### config.mk
export PLATFORM = sky130hd
export DESIGN_NAME = alarme_atuador
export DESIGN_NICKNAME = d
export VERILOG_FILES = /design/src/rtl/alarme_atuador.sv
export SDC_FILE = /design/constraint.sdc
export NUM_CORES = 1
export LEC_CHECK = 0
export BUFFER_PORTS_ARGS = -buffer_cell sky130_fd_sc_hd__buf_2
export CAP_MARGIN = 20
export CORE_ASPECT_RATIO = 0.7
export CORE_MARGIN = 1.5
export CORE_UTILIZATION = 44
export CTS_BUF_LIST = sky130_fd_sc_hd__clkbuf_4
export DETAILED_ROUTE_END_ITERATION = 6
export PLACE_DENSITY = 0.66
export SYNTH_ARGS = -nofsm -noshare
export SYNTH_HDL_FRONTEND = slang
export SYNTH_SLANG_ARGS = --single-unit
### constraint.sdc
create_clock -name clk -period 4.1 [get_ports clk]
set_clock_uncertainty 0.05 [all_clocks]
set_input_delay 0.82 -clock clk [delete_from_list [all_inputs] [get_ports clk]]
set_output_delay 0.82 -clock clk [all_outputs]
set_load 0.02 [all_outputs]
### src/rtl/alarme_atuador.sv
// alarme_atuador: response end of the 2-of-3 button alarm.
// Synchronises the majority trigger, debounces the arm/acknowledge buttons and runs the
// DESARMADO -> ARMADO -> ATRASO -> ALARME controller that drives the LED and siren.
// Optional feature macro: ALARME_AUTO_REARM_EN (siren timeout with automatic re-arm).
module alarme_atuador #(
  parameter int unsigned ENTRY_DELAY_CYC   = 50000000,
  parameter int unsigned BLINK_HALF_CYC    = 12500000,
  parameter int unsigned DEB_CYC           = 500000,
  parameter int unsigned SIREN_TIMEOUT_CYC = 500000000
) (
  input  logic       clk,
  input  logic       rst_n,
  input  logic       disparo,
  input  logic       armar,
  input  logic       reconhecer,
  output logic       led,
  output logic       sirene,
  output logic [1:0] estado,
  output logic [7:0] evento_cnt
);

  // Zero-length delays would make the down-counters underflow on load.
  if (ENTRY_DELAY_CYC < 1 || BLINK_HALF_CYC < 1 || DEB_CYC < 1 || SIREN_TIMEOUT_CYC < 1)
  begin : g_bad_param
    $error("alarme_atuador: every cycle-count parameter must be at least 1");
  end

  localparam int unsigned DebW   = $clog2(DEB_CYC + 1);
  localparam int unsigned DlyW   = $clog2(ENTRY_DELAY_CYC + 1);
  localparam int unsigned BlinkW = $clog2(BLINK_HALF_CYC + 1);

  localparam logic [DebW-1:0]   DebLast   = DebW'(DEB_CYC - 1);
  localparam logic [DlyW-1:0]   DlyLoad   = DlyW'(ENTRY_DELAY_CYC - 1);
  localparam logic [BlinkW-1:0] BlinkLast = BlinkW'(BLINK_HALF_CYC - 1);

  typedef enum logic [1:0] {
    StDesarmado = 2'd0,
    StArmado    = 2'd1,
    StAtraso    = 2'd2,
    StAlarme    = 2'd3
  } state_e;

  // ---------------------------------------------------------------------------
  // Input conditioning
  // ---------------------------------------------------------------------------
  logic [1:0]      disp_sync_q, arm_sync_q, ack_sync_q;
  logic            disp_s;
  logic [1:0]      btn_s;        // [0] = armar, [1] = reconhecer (synchronised)
  logic [DebW-1:0] deb_cnt_q [2];
  logic [1:0]      deb_q, deb_prev_q, pulse_q;
  logic            arm_p, ack_p;

  // Two-flop synchronisers for all three asynchronous inputs.
  always_ff @(posedge clk or negedge rst_n) begin
    if (!rst_n) begin
      disp_sync_q <= '0;
      arm_sync_q  <= '0;
      ack_sync_q  <= '0;
    end else begin
      disp_sync_q <= {disp_sync_q[0], disparo};
      arm_sync_q  <= {arm_sync_q[0], armar};
      ack_sync_q  <= {ack_sync_q[0], reconhecer};
    end
  end

  assign disp_s = disp_sync_q[1];
  assign btn_s  = {ack_sync_q[1], arm_sync_q[1]};

  // Debounce: accept a new level after DEB_CYC consecutive cycles that disagree with it.
  always_ff @(posedge clk or negedge rst_n) begin
    if (!rst_n) begin
      for (int i = 0; i < 2; i++) begin
        deb_cnt_q[i] <= '0;
      end
      deb_q <= '0;
    end else begin
      for (int i = 0; i < 2; i++) begin
        if (btn_s[i] == deb_q[i]) begin
          deb_cnt_q[i] <= '0;
        end else if (deb_cnt_q[i] == DebLast) begin
          deb_cnt_q[i] <= '0;
          deb_q[i]     <= btn_s[i];
        end else begin
          deb_cnt_q[i] <= deb_cnt_q[i] + DebW'(1);
        end
      end
    end
  end

  // Registered one-cycle pulse on each debounced rising edge.
  always_ff @(posedge clk or negedge rst_n) begin
    if (!rst_n) begin
      deb_prev_q <= '0;
      pulse_q    <= '0;
    end else begin
      deb_prev_q <= deb_q;
      pulse_q    <= deb_q & ~deb_prev_q;
    end
  end

  assign arm_p = pulse_q[0];
  assign ack_p = pulse_q[1];

  // ---------------------------------------------------------------------------
  // Controller
  // ---------------------------------------------------------------------------
  state_e            st_q, st_d;
  logic [DlyW-1:0]   dly_q;
  logic [BlinkW-1:0] blink_cnt_q, blink_cnt_d;
  logic              tog_q, tog_d;
  logic              blink_entry;
  logic              led_d;
  logic              siren_done;

`ifdef ALARME_AUTO_REARM_EN
  localparam int unsigned SirenW = $clog2(SIREN_TIMEOUT_CYC + 1);
  localparam logic [SirenW-1:0] SirenLoad = SirenW'(SIREN_TIMEOUT_CYC - 1);

  logic [SirenW-1:0] siren_q;

  // Siren timer: loads on entry to ALARME, reloads on every timeout that does not re-arm.
  always_ff @(posedge clk or negedge rst_n) begin
    if (!rst_n) begin
      siren_q <= '0;
    end else if (st_q != StAlarme) begin
      siren_q <= SirenLoad;
    end else if (siren_q == '0) begin
      siren_q <= SirenLoad;
    end else begin
      siren_q <= siren_q - SirenW'(1);
    end
  end

  assign siren_done = (siren_q == '0) && !disp_s;
`else
  assign siren_done = 1'b0;
`endif

  // Next-state decode; acknowledge overrides every other transition.
  always_comb begin
    st_d = st_q;
    case (st_q)
      StDesarmado: if (arm_p) st_d = StArmado;
      StArmado:    if (disp_s) st_d = StAtraso;
      StAtraso:    if (dly_q == '0) st_d = StAlarme;
      StAlarme:    if (siren_done) st_d = StArmado;
      default:     st_d = StDesarmado;
    endcase
    if (ack_p) begin
      st_d = StDesarmado;
    end
  end

  assign blink_entry = (st_d != st_q) && ((st_d == StAtraso) || (st_d == StAlarme));

  // Blink phase: restarts on entry so the first half-period is always LED on.
  always_comb begin
    blink_cnt_d = blink_cnt_q;
    tog_d       = tog_q;
    if (blink_entry) begin
      blink_cnt_d = '0;
      tog_d       = 1'b0;
    end else if (blink_cnt_q == BlinkLast) begin
      blink_cnt_d = '0;
      tog_d       = ~tog_q;
    end else begin
      blink_cnt_d = blink_cnt_q + BlinkW'(1);
    end
  end

  // LED value for the state being entered, so it lines up with estado.
  always_comb begin
    led_d = 1'b0;
    case (st_d)
      StArmado:           led_d = 1'b1;
      StAtraso, StAlarme: led_d = ~tog_d;
      default:            led_d = 1'b0;
    endcase
  end

  // State, delay counter, event counter and all registered outputs.
  always_ff @(posedge clk or negedge rst_n) begin
    if (!rst_n) begin
      st_q        <= StDesarmado;
      dly_q       <= '0;
      blink_cnt_q <= '0;
      tog_q       <= 1'b0;
      led         <= 1'b0;
      sirene      <= 1'b0;
      estado      <= 2'd0;
      evento_cnt  <= 8'd0;
    end else begin
      st_q        <= st_d;
      blink_cnt_q <= blink_cnt_d;
      tog_q       <= tog_d;
      led         <= led_d;
      sirene      <= (st_d == StAlarme);
      estado      <= st_d;

      if (st_q == StArmado && st_d == StAtraso) begin
        dly_q <= DlyLoad;
      end else if (st_q == StAtraso && dly_q != '0) begin
        dly_q <= dly_q - DlyW'(1);
      end

      // Only a genuine expiry counts; an acknowledged expiry never reaches ALARME.
      if (st_q == StAtraso && st_d == StAlarme && evento_cnt != 8'hFF) begin
        evento_cnt <= evento_cnt + 8'd1;
      end
    end
  end

endmodule
; ---- Yosys cells after proc, flatten, opt, wreduce, memory -nomap -nowiden
; Cells that the tools add are included.
[totals]
out_inout_bits = 12
regBits = 113
elab_cells = 69
n_memories = 0
latchBits = 0
mem_bits_rw = 0
input_bits = 5
mem_bits_ro = 0
[classes]
n_reduce_logical = 13
div = 0
order_cmp = 0
addsub = 5
n_eq_ne = 13
shifts = 0
multipliers = 0
n_bitwise = 6
n_mux = 16
[op_table]
columns = operator, n
row1 = two-way mux 19 bit, 4
row2 = two-way mux 26 bit, 2
row3 = two-way mux 24 bit, 2
row4 = adder 19 x 1 -> 19 bit (second input constant), 2
row5 = equality test 19 bit (second input constant), 2
row6 = logical NOT 26 bit, 1
row7 = nonzero test 26 bit, 1
row8 = subtractor 26 x 1 -> 26 bit (second input constant), 1
row9 = adder 24 x 1 -> 24 bit (second input constant), 1
row10 = equality test 24 bit (second input constant), 1
row11 = adder 8 x 1 -> 8 bit (second input constant), 1
row12 = equality test 2 bit (second input constant), 4
row13 = two-way mux 2 bit, 4
row14 = inequality test 8 bit (second input constant), 1
row15 = one-hot mux 2 bit (4 select lines), 1
row16 = logical AND 1 bit, 5
row17 = equality test 2 x 1 -> 1 bit (second input constant), 2
row18 = NOT 1 bit, 4
row19 = AND reduction 2 bit, 2
row20 = bitwise AND 2 bit, 1
row21 = equality test 1 bit, 2
row22 = logical NOT 2 bit, 1
row23 = two-way mux 1 bit, 2
row24 = inequality test 2 bit, 1
row25 = 5 further kinds, 5

; ---- Depth between registers and ports, before layout
; Gate-level depths: netlist (run 1).
[depth]
depth_word = 10
depth_mapped = 8
depth_no_buf = 7

; ---- Worst setup path after synthesis (run 1)
; No wires, ideal clock.
[synth_path]
path_kind = register to register
from = reg dly_q[0]
to = reg evento_cnt[1]
period_less_slack_ns = 2.063
setup_ns = 0.127
path_buffers = 0
required_ns = 3.923
path_stages_with_launch = 7
slack_ns = 2.037
arrival_ns = 1.885
cell_sequence = dfrtp_1 > inv_1 > ha_1 > nor4b_4 > nand3_2 > a2111oi_4 > mux2_1
[synth_between]
elab_chain_cells = 7
[synth_lines]
columns = element, line
row1 = "start, declared", 108  ; logic [DlyW-1:0] dly_q;
row2 = "start signal, assigned", 201  ; dly_q <= DlyLoad;
row3 = "start signal, assigned", 203  ; dly_q <= dly_q - DlyW'(1);
row4 = logical NOT 26 bit, 145  ; StAtraso: if (dly_q == '0) st_d = StAlarme;
row5 = two-way mux 2 bit, 145
row6 = one-hot mux 2 bit (4 select lines), 142  ; case (st_q)
row7 = two-way mux 2 bit, 149  ; if (ack_p) begin
row8 = equality test 2 bit, 207  ; if (st_q == StAtraso && st_d == StAlarme && evento_cnt != 8'hFF) begin
row9 = logical AND 1 bit (2 in a row), 207
row10 = "end signal, assigned", 208  ; evento_cnt <= evento_cnt + 8'd1;
row11 = "end, declared", 19  ; output logic [7:0] evento_cnt
; Every way passes these cells.
; A chain may end at the register's enable or synchronous reset.

; ---- Worst setup path in the final report (run 1)
[layout_path]
from = reg dly_q[10]
to = reg blink_cnt_q[7]
[layout_between]
elab_chain_cells = 8
elab_cells_between_ends = 10
classes_between = eq/ne: 3 / mux: 4 / reduce/logical: 3
[layout_lines]
columns = element, line
row1 = logical NOT 26 bit *, 145
row2 = two-way mux 2 bit *, 145
row3 = one-hot mux 2 bit (4 select lines) *, 142
row4 = two-way mux 2 bit *, 149
row5 = equality test 2 bit, 154  ; assign blink_entry = (st_d != st_q) && ((st_d == StAtraso) || (st_d == StAlarme));
row6 = logical OR 1 bit, 154
row7 = logical AND 1 bit *, 154
row8 = two-way mux 24 bit *, 160  ; if (blink_entry) begin
row9 = named net blink_cnt_d[7], 109  ; logic [BlinkW-1:0] blink_cnt_q, blink_cnt_d;
row10 = "end signal, assigned", 194  ; blink_cnt_q <= blink_cnt_d;
row11 = "end, declared", 109
; Mark *: on every way through the listed nets, which the timed path passes. The rest lies on a longest branch.

==> results of run 1 <==
where the power goes:
part	switching [mW]	internal (mW)
clock network	0.437	0.498
logic	0.0322	0.0112
registers	0.00660	1.12
total	0.475	1.63
worst paths after layout:
check | slack (ns) | end
worst max-delay path | 1.37 | blink_cnt_q[7]
worst min-delay path | 0.22 | dly_q[2]
worst max register to register | 1.37 | blink_cnt_q[7]
worst min register to register | 0.32 | arm_sync_q[1]
max in group asynchronous | 2.89 | deb_cnt_q[34]
min in group clk | 0.32 | arm_sync_q[1]
per-stage QoR:
step	cells	worst slack (ns)	util [%]	power, mW
2_1_floorplan	543	2.037	-	1.164
3_3_place_gp	704	1.511	48.00	1.192
3_5_place_dp	704	1.392	48.00	1.193
4_1_cts	736	1.385	50.74	2.132
5_1_grt	737	1.088	50.91	2.199
6_report	737	1.375	50.91	2.106
per-layer routing:
metal	GRT usage, %	vias up	routed length (µm)
met5	0	-	0
met4	5.155	0	104
met3	4.927	14	520
met2	24.24	71	4381
met1	27.18	1893	5527
li1	-	1931	-
cells by family (layout without fill, tap and decap cells):
family | Yosys count | in the layout
DFF | 113 | 113
and+or+nand+nor | 275 | 275
xor gates and xnor gates | 76 | 76
adders and majority gates | 6 | 6
buffers and inverters | 29 | 66
AOI/OAI and AO/OA | 35 | 35
muxes | 9 | 9
worst max-delay path, stage by stage, from the launching register on:
cell and delay, ns:
dfrtp_1 0.44, nor4_1 0.45, nand4_2 0.45, nor3_4 0.39
nand3b_1 0.69, nor2_1 0.11
layout make-up:
| class | count | area share (%) |
|---|---|---|
| Timing Repair Buffer | 21 | 2.176 |
| Clock buffer | 19 | 2.340 |
| Inverter | 13 | 0.8005 |
| Tap cell | 157 | 3.222 |
| Multi-Input combinational cell | 401 | 42.04 |
| Sequential cell | 113 | 46.39 |
| Clock inverter | 13 | 3.038 |
cell usage after synthesis (all sizes together):
master / instances / area share (%)
dfrtp: 113 / 51
nor2: 102 / 6.9
xor2: 45 / 7.2
nand2: 39 / 2.7
nand3: 32 / 3.0
xnor2: 31 / 4.9
nand4: 21 / 2.5
nor3: 14 / 1.6
and3: 13 / 1.5
inv: 13 / 0.89
nor4: 12 / 1.7
clkbuf: 11 / 0.75
o21ai: 9 / 0.89
or3: 8 / 1.0
or4: 7 / 1.1
ha: 6 / 1.4
nor2b: 6 / 0.68
o211ai: 6 / 0.82
a21oi: 5 / 0.45
buf: 5 / 0.66
mux2: 5 / 1.0
nand2b: 5 / 0.57
nor4b: 5 / 1.2
mux2i: 4 / 0.73
o31a: 4 / 0.64
o2111ai: 3 / 0.59
o31ai: 3 / 0.41
or2: 3 / 0.34
a2111oi: 2 / 1.0
a211oi: 2 / 0.27
and4: 2 / 0.32
a31o: 1 / 0.16
and2: 1 / 0.11
and4b: 1 / 0.18
nand3b: 1 / 0.14
nand4bb: 1 / 0.20
nor3b: 1 / 0.14
nor4bb: 1 / 0.18
flip-flops by register name (all words and copies together), names as in the netlist, 8 cells and up:
name and flops:
dly_q 26, blink_cnt_q 24, evento_cnt 8, deb_cnt_q 38
==> flow_metrics.py, run 1 <==
metrics = {
    "routing": {
        "wire_per_inst_um": 14.29,
        "dr.first_iter.drc_count": 206,
        "num_vias": 3909,
        "ant_nets": 0,
        "first_pass_iters": 4,
        "drc": 0,
        "drt_wl_total_mm": 10.53,
        "vias_per_cell": 5.304,
    },
    "cts": {
        "ctsHoldBuffers": 0,
        "cts_sinks": 113,
        "clock-root-buffer": "clkbuf_4",
        "clk_pin_slew_ns": 0.11,
        "cts_tree": "done",
        "clk_latency_ns": 0.51,
        "htreeDepth": 4,
        "post_cts_buffers": 0,
        "cts_buffers": 17,
        "cts-resized-gates": 0,
        "clockBufferDepth": 2,
    },
    "global_routing": {
        "grt_pass1_vias": 3780,
        "grt_overflow": 0,
        "grt_first_pass_wirelength_mm": 18.32,
        "grt_antenna_before_repair": 0,
        "track_usage_pct": 17.73,
        "grt_max_degree": 81,
    },
    "worst_setup_path": {
        "cp-start-kind": "flip-flop",
        "critPathRequiredTime_ns": 4.41,
        "critPathCaptureType": "flip-flop",
        "path_max_fanout": 22,
        "crit_start": "dly_q[10]",
        "cp.arrival_ns": 3.03,
        "critical_path_class": "flip-flop to flip-flop",
        "timing.rr.start": "dly_q[10]",
        "r2r_cells": 5,
    },
    "logic_synthesis": {
        "yosys.area_share.adder_pct": 1.362,
        "yosysSeqAreaShare_pct": 51.32,
        "synth_nets": 554,
        "synth_top_family_by_area": "simple AND/OR/NAND/NOR gates",
        "ys_types": 53,
        "ys_warn_count": 0,
        "netlist_instances": 543,
        "synth_xor_xnor_area_share_pct": 12.08,
        "syn_area_per_cell_um2": 10.15,
        "synth_compound_area_share_pct": 5.223,
        "synth.area.mux_share_pct": 1.748,
        "ys_ff_latch": 113,
        "synthSimpleGateAreaFrac_pct": 25.98,
        "syn_area_um2": 5510,
    },
    "timing": {
        "worstMarginPinSlew_ns": 0.8705,
        "finalSetupTns_ns": 0,
        "hold_slack_ns": 0.2201,
        "fin_crit_ns": 2.725,
        "max-slew-margin-rel_pct": 41.79,
        "hold_violations": 0,
        "drv_slew": 0,
        "min_period_over_period_pct": 66.47,
        "rsz0062_at_grt": "false",
        "fmax_mhz": 366.9,
        "setup_viol": 0,
    },
    "final_layout": {
        "fin_nets": 578,
        "final_cell_mix": "dfrtp_1 (113), nor2_1 (102), xor2_1 (45), nand2_1 (39)",
        "final_common_cell": "dfrtp_1",
        "diodes": 0,
        "drive_gt1_share_pct": 12.93,
        "syn_to_final_growth_pct": 10.63,
        "multi_input_area_um2": 2562,
        "fill_cells": 1079,
        "finalInstanceArea_um2": 6096,
        "register_area_um2": 2828,
    },
    "die": {
        "die_w_um": 136.8,
        "die_area_um2": 13210,
        "rows": 33,
        "die_height_um": 96.63,
        "io_pins": 17,
        "core_um2": 11970,
        "start_util_pct": 46.02,
    },
    "place": {
        "place_area_um2": 5748,
        "dp_hpwl_mm": 7.315,
        "gp_congestion": 0.8020,
        "io_buffers": 16,
    },
    "pwr": {
        "peakVddDrop_mv": 0.1915,
        "p_per_area_nw_per_um2": 345.5,
        "power_leakage_nw": 2.798,
    },
    "flow_run": {
        "cap_violations": 0,
    },
    "run_status": {
        "outcome": "completed",
    },
    "hold_path": {
        "hp-class": "input port to asynchronous set/reset pin",
    },
}
Power figures use the tool's default switching activity.
==> run 2, diff against run 1 <==
--- a/config.mk
+++ b/config.mk
@@ -5,6 +5,7 @@
 export SDC_FILE = /design/constraint.sdc
 export NUM_CORES = 1
 export LEC_CHECK = 0
+export ABC_AREA = 1
 export BUFFER_PORTS_ARGS = -buffer_cell sky130_fd_sc_hd__buf_2
 export CAP_MARGIN = 20
 export CORE_ASPECT_RATIO = 0.7
@@ -12,7 +13,7 @@
 export CORE_UTILIZATION = 44
 export CTS_BUF_LIST = sky130_fd_sc_hd__clkbuf_4
 export DETAILED_ROUTE_END_ITERATION = 6
-export PLACE_DENSITY = 0.66
+export PLACE_DENSITY = 0.68
 export SYNTH_ARGS = -nofsm -noshare
 export SYNTH_HDL_FRONTEND = slang
 export SYNTH_SLANG_ARGS = --single-unit
==> constraint.sdc (replaced) <==
create_clock -name clk -period 2.4 [get_ports clk]
set_clock_uncertainty 0.05 [all_clocks]
set_input_delay 0.48 -clock clk [delete_from_list [all_inputs] [get_ports clk]]
set_output_delay 0.48 -clock clk [all_outputs]
set_load 0.02 [all_outputs]
==> run 2 against run 1 <==
  * Setup slack got worse by 1.1 ns
  * Routed wire length rose by 34%
  * Critical path depth grew 6
  * Non-clock buffer count is 5 higher
  * Power rose by 66%
  * Combinational power up 91%
  * Area after synthesis up 13%
  * Largest power group unchanged
  * Register-to-register slack got worse by 1.1 ns
==> flow_metrics.py, run 2 <==
metrics = {
    "logic_synthesis": {
        "ys_warn_count": 0,
        "synth_nets": 823,
        "synth_enable_flop_cells": 0,
        "ys_ff_latch": 113,
        "async_reset_ff_share_pct": 100.0,
        "syn_area_um2": 6247,
        "synth_area_leader_cell": "dfrtp_1",
        "synth_ff_type": "dfrtp_1",
        "synthTopCellsByCount": "nand2_1 (176), nor2_1 (146), dfrtp_1 (113)",
        "yosysSeqAreaShare_pct": 45.26,
        "synth_top_cells_by_area": "dfrtp_1 (45%), nand2_1 (11%), nor2_1 (8.8%), nand3_1 (5.5%), xor2_1 (4.9%)",
        "syn_area_per_cell_um2": 7.694,
        "netlist_instances": 812,
        "synth_top_area_share_pct": 45.26,
        "yosysMostFrequentCell": "nand2_1",
        "ys_types": 41,
    },
    "worst_setup_path": {
        "crit_chain": "inv_1, ha_1, nand3_1, nor2_1, nand3_2, nand2_2, inv_2, nor2_4, nand2_2, nand2_1, nand2_1",
        "rrSetupSlack_ns": 0.28,
        "r2r_cells": 11,
        "r2r-end": "evento_cnt[0]",
        "crit_buf_inv": 2,
        "critical_path_class": "flip-flop to flip-flop",
        "cp-start-kind": "flip-flop",
        "timing.rr.start": "dly_q[0]",
        "crit_path_max_incr_delay_ns": 0.41,
        "crit_family": "simple AND/OR/NAND/NOR gates",
        "cp.arrival_ns": 2.46,
        "critical_path.slowest_cell": "dfrtp_1",
        "path_max_fanout": 11,
        "critPathRequiredTime_ns": 2.74,
        "critPathCaptureType": "flip-flop",
    },
    "pwr": {
        "p_total_mw": 3.504,
        "peakVddDrop_mv": 0.3160,
        "p_per_area_nw_per_um2": 507.7,
        "power_leakage_nw": 3.301,
    },
    "timing": {
        "fmax_mhz": 472.8,
        "worstMarginPinSlew_ns": 0.5169,
        "fin_crit_ns": 2.115,
        "finalSetupTns_ns": 0,
        "finalWorstSetupSlack_ns": 0.2848,
        "max-slew-margin-rel_pct": 65.54,
        "hold_violations": 0,
        "setup_viol": 0,
        "rsz0062_at_grt": "false",
        "drv_slew": 0,
        "min_period_over_period_pct": 88.13,
        "hold_slack_ns": 0.04819,
    },
    "routing": {
        "wl_met3_um": 837,
        "wl_met1_mm": 7.796,
        "routed.top_layer": "met4",
        "drc": 0,
        "dr_wl_met2_mm": 5.357,
        "first_pass_iters": 5,
        "dr.first_iter.drc_count": 499,
        "drt_wl_total_mm": 14.11,
        "vias_per_cell": 5.060,
        "ant_nets": 0,
        "num_vias": 5323,
        "wire_per_inst_um": 13.41,
    },
    "hold_path": {
        "whs_path_depth": 1,
        "hp-class": "input port to flip-flop",
        "whs_endpoint": "disp_sync_q[0]",
        "hp-start": "disparo",
    },
    "final_layout": {
        "syn_to_final_growth_pct": 10.47,
        "final_cell_mix": "nand2_1 (176), nor2_1 (146), dfrtp_1 (113), inv_1 (80), nand3_1 (69)",
        "largest_register_ffs": 38,
        "diodes": 0,
        "regMostFlops": "deb_cnt_q",
        "reg_top3": "deb_cnt_q (38), dly_q (26), blink_cnt_q (24)",
        "drive_gt1_share_pct": 9.745,
        "final_core_util_pct": 49.75,
        "fin_nets": 860,
        "final_common_cell": "nand2_1",
    },
    "flow_run": {
        "cap_violations": 0,
    },
    "run_status": {
        "outcome": "completed",
    },
    "cts": {
        "cts_tree": "done",
        "htreeDepth": 4,
        "clk_latency_ns": 0.51,
        "cts_buffers": 17,
        "cts_sinks": 113,
        "clockBufferDepth": 2,
        "clk_pin_slew_ns": 0.10,
        "cts-resized-gates": 0,
        "clock-root-buffer": "clkbuf_4",
    },
    "global_routing": {
        "grt_antenna_before_repair": 0,
        "grt_overflow": 0,
        "grt_max_degree": 38,
        "grt_pass1_vias": 4826,
        "track_usage_pct": 20.09,
        "grt_first_pass_wirelength_mm": 23.85,
    },
    "die": {
        "die_area_um2": 14930,
        "die_w_um": 145.4,
        "core_um2": 13870,
        "die_height_um": 102.7,
        "rows": 36,
        "io_pins": 17,
        "start_util_pct": 45.03,
    },
    "place": {
        "gp_congestion": 0.9620,
        "io_buffers": 16,
        "dp_hpwl_mm": 10.41,
        "pre_cts_ws_ns": 0.3417,
    },
}
==> run 2: worst max path at each step <==
stage / depth (start not counted) / startpoint / slack [ns] / to
final: 11 / dly_q[0] / 0.28 / evento_cnt[0]
after floorplan: 7 / evento_cnt[1] / 0.79 / evento_cnt[6]
after global routing: 11 / dly_q[0] / 0.1 / evento_cnt[0]
after CTS: 11 / dly_q[0] / 0.31 / evento_cnt[0]
after global placement: 11 / dly_q[0] / 0.48 / evento_cnt[5]
after detailed placement: 11 / dly_q[0] / 0.34 / evento_cnt[0]
==> run 2: kinds of logic after synthesis <==
group / synth area share [%]
simple gates: 35.31
fa+ha+maj: 1.202
buf+inv: 5.948
mux: 0.1802
flops: 45.26
xor+xnor: 6.449
compound gates: 5.648
==> run 2: layer usage <==
layer | track usage [%] | vias up
met5 | 0 | -
met1 | 31.83 | 2435
met4 | 5.730 | 0
met2 | 27.18 | 160
li1 | - | 2717
met3 | 4.071 | 11
==> run 2: area by class of cell <==
cell class                 count  area (µm²)
fill                        1390        6972
multi-input combinational    606        3048
sequential                   113        2828
inverter                      85       319.1
tap                          190       237.7
timing repair buffer          26       177.7
clock buffer                  20       150.1
clock inverter                12       141.4
==> run 2: per-stage QoR <==
| stage | instances | cell area (µm²) |
|---|---|---|
| 4_1_cts | 1052 | 6902 |
| 3_3_place_gp | 1017 | 6580 |
| 6_report | 1052 | 6902 |
| 3_5_place_dp | 1017 | 6580 |
| 5_1_grt | 1052 | 6902 |
| 2_1_floorplan | 812 | 6247 |
==> run 2: timing repair <==
action | CTS | global route
buffers inserted | 0 | 0
hold endpoints to repair | 35 | 0
hold buffers | 3 | 0
==> run 2: worst reg2reg max path, stage by stage (launching register included) <==
cell	delay [ns]
dfrtp_1	0.41
inv_1	0.15
ha_1	0.17
nand3_1	0.08
nor2_1	0.14
nand3_2	0.12
nand2_2	0.16
inv_2	0.14
nor2_4	0.25
nand2_2	0.18
nand2_1	0.09
nand2_1	0.05
==> run 2: power breakdown <==
group	total, mW	switching (mW)	leakage, nW	internal, mW
combinational	0.0827	0.0606	1.60	0.0221
sequential	1.93	0.0129	1.55	1.92
clock	1.49	0.748	0.159	0.745
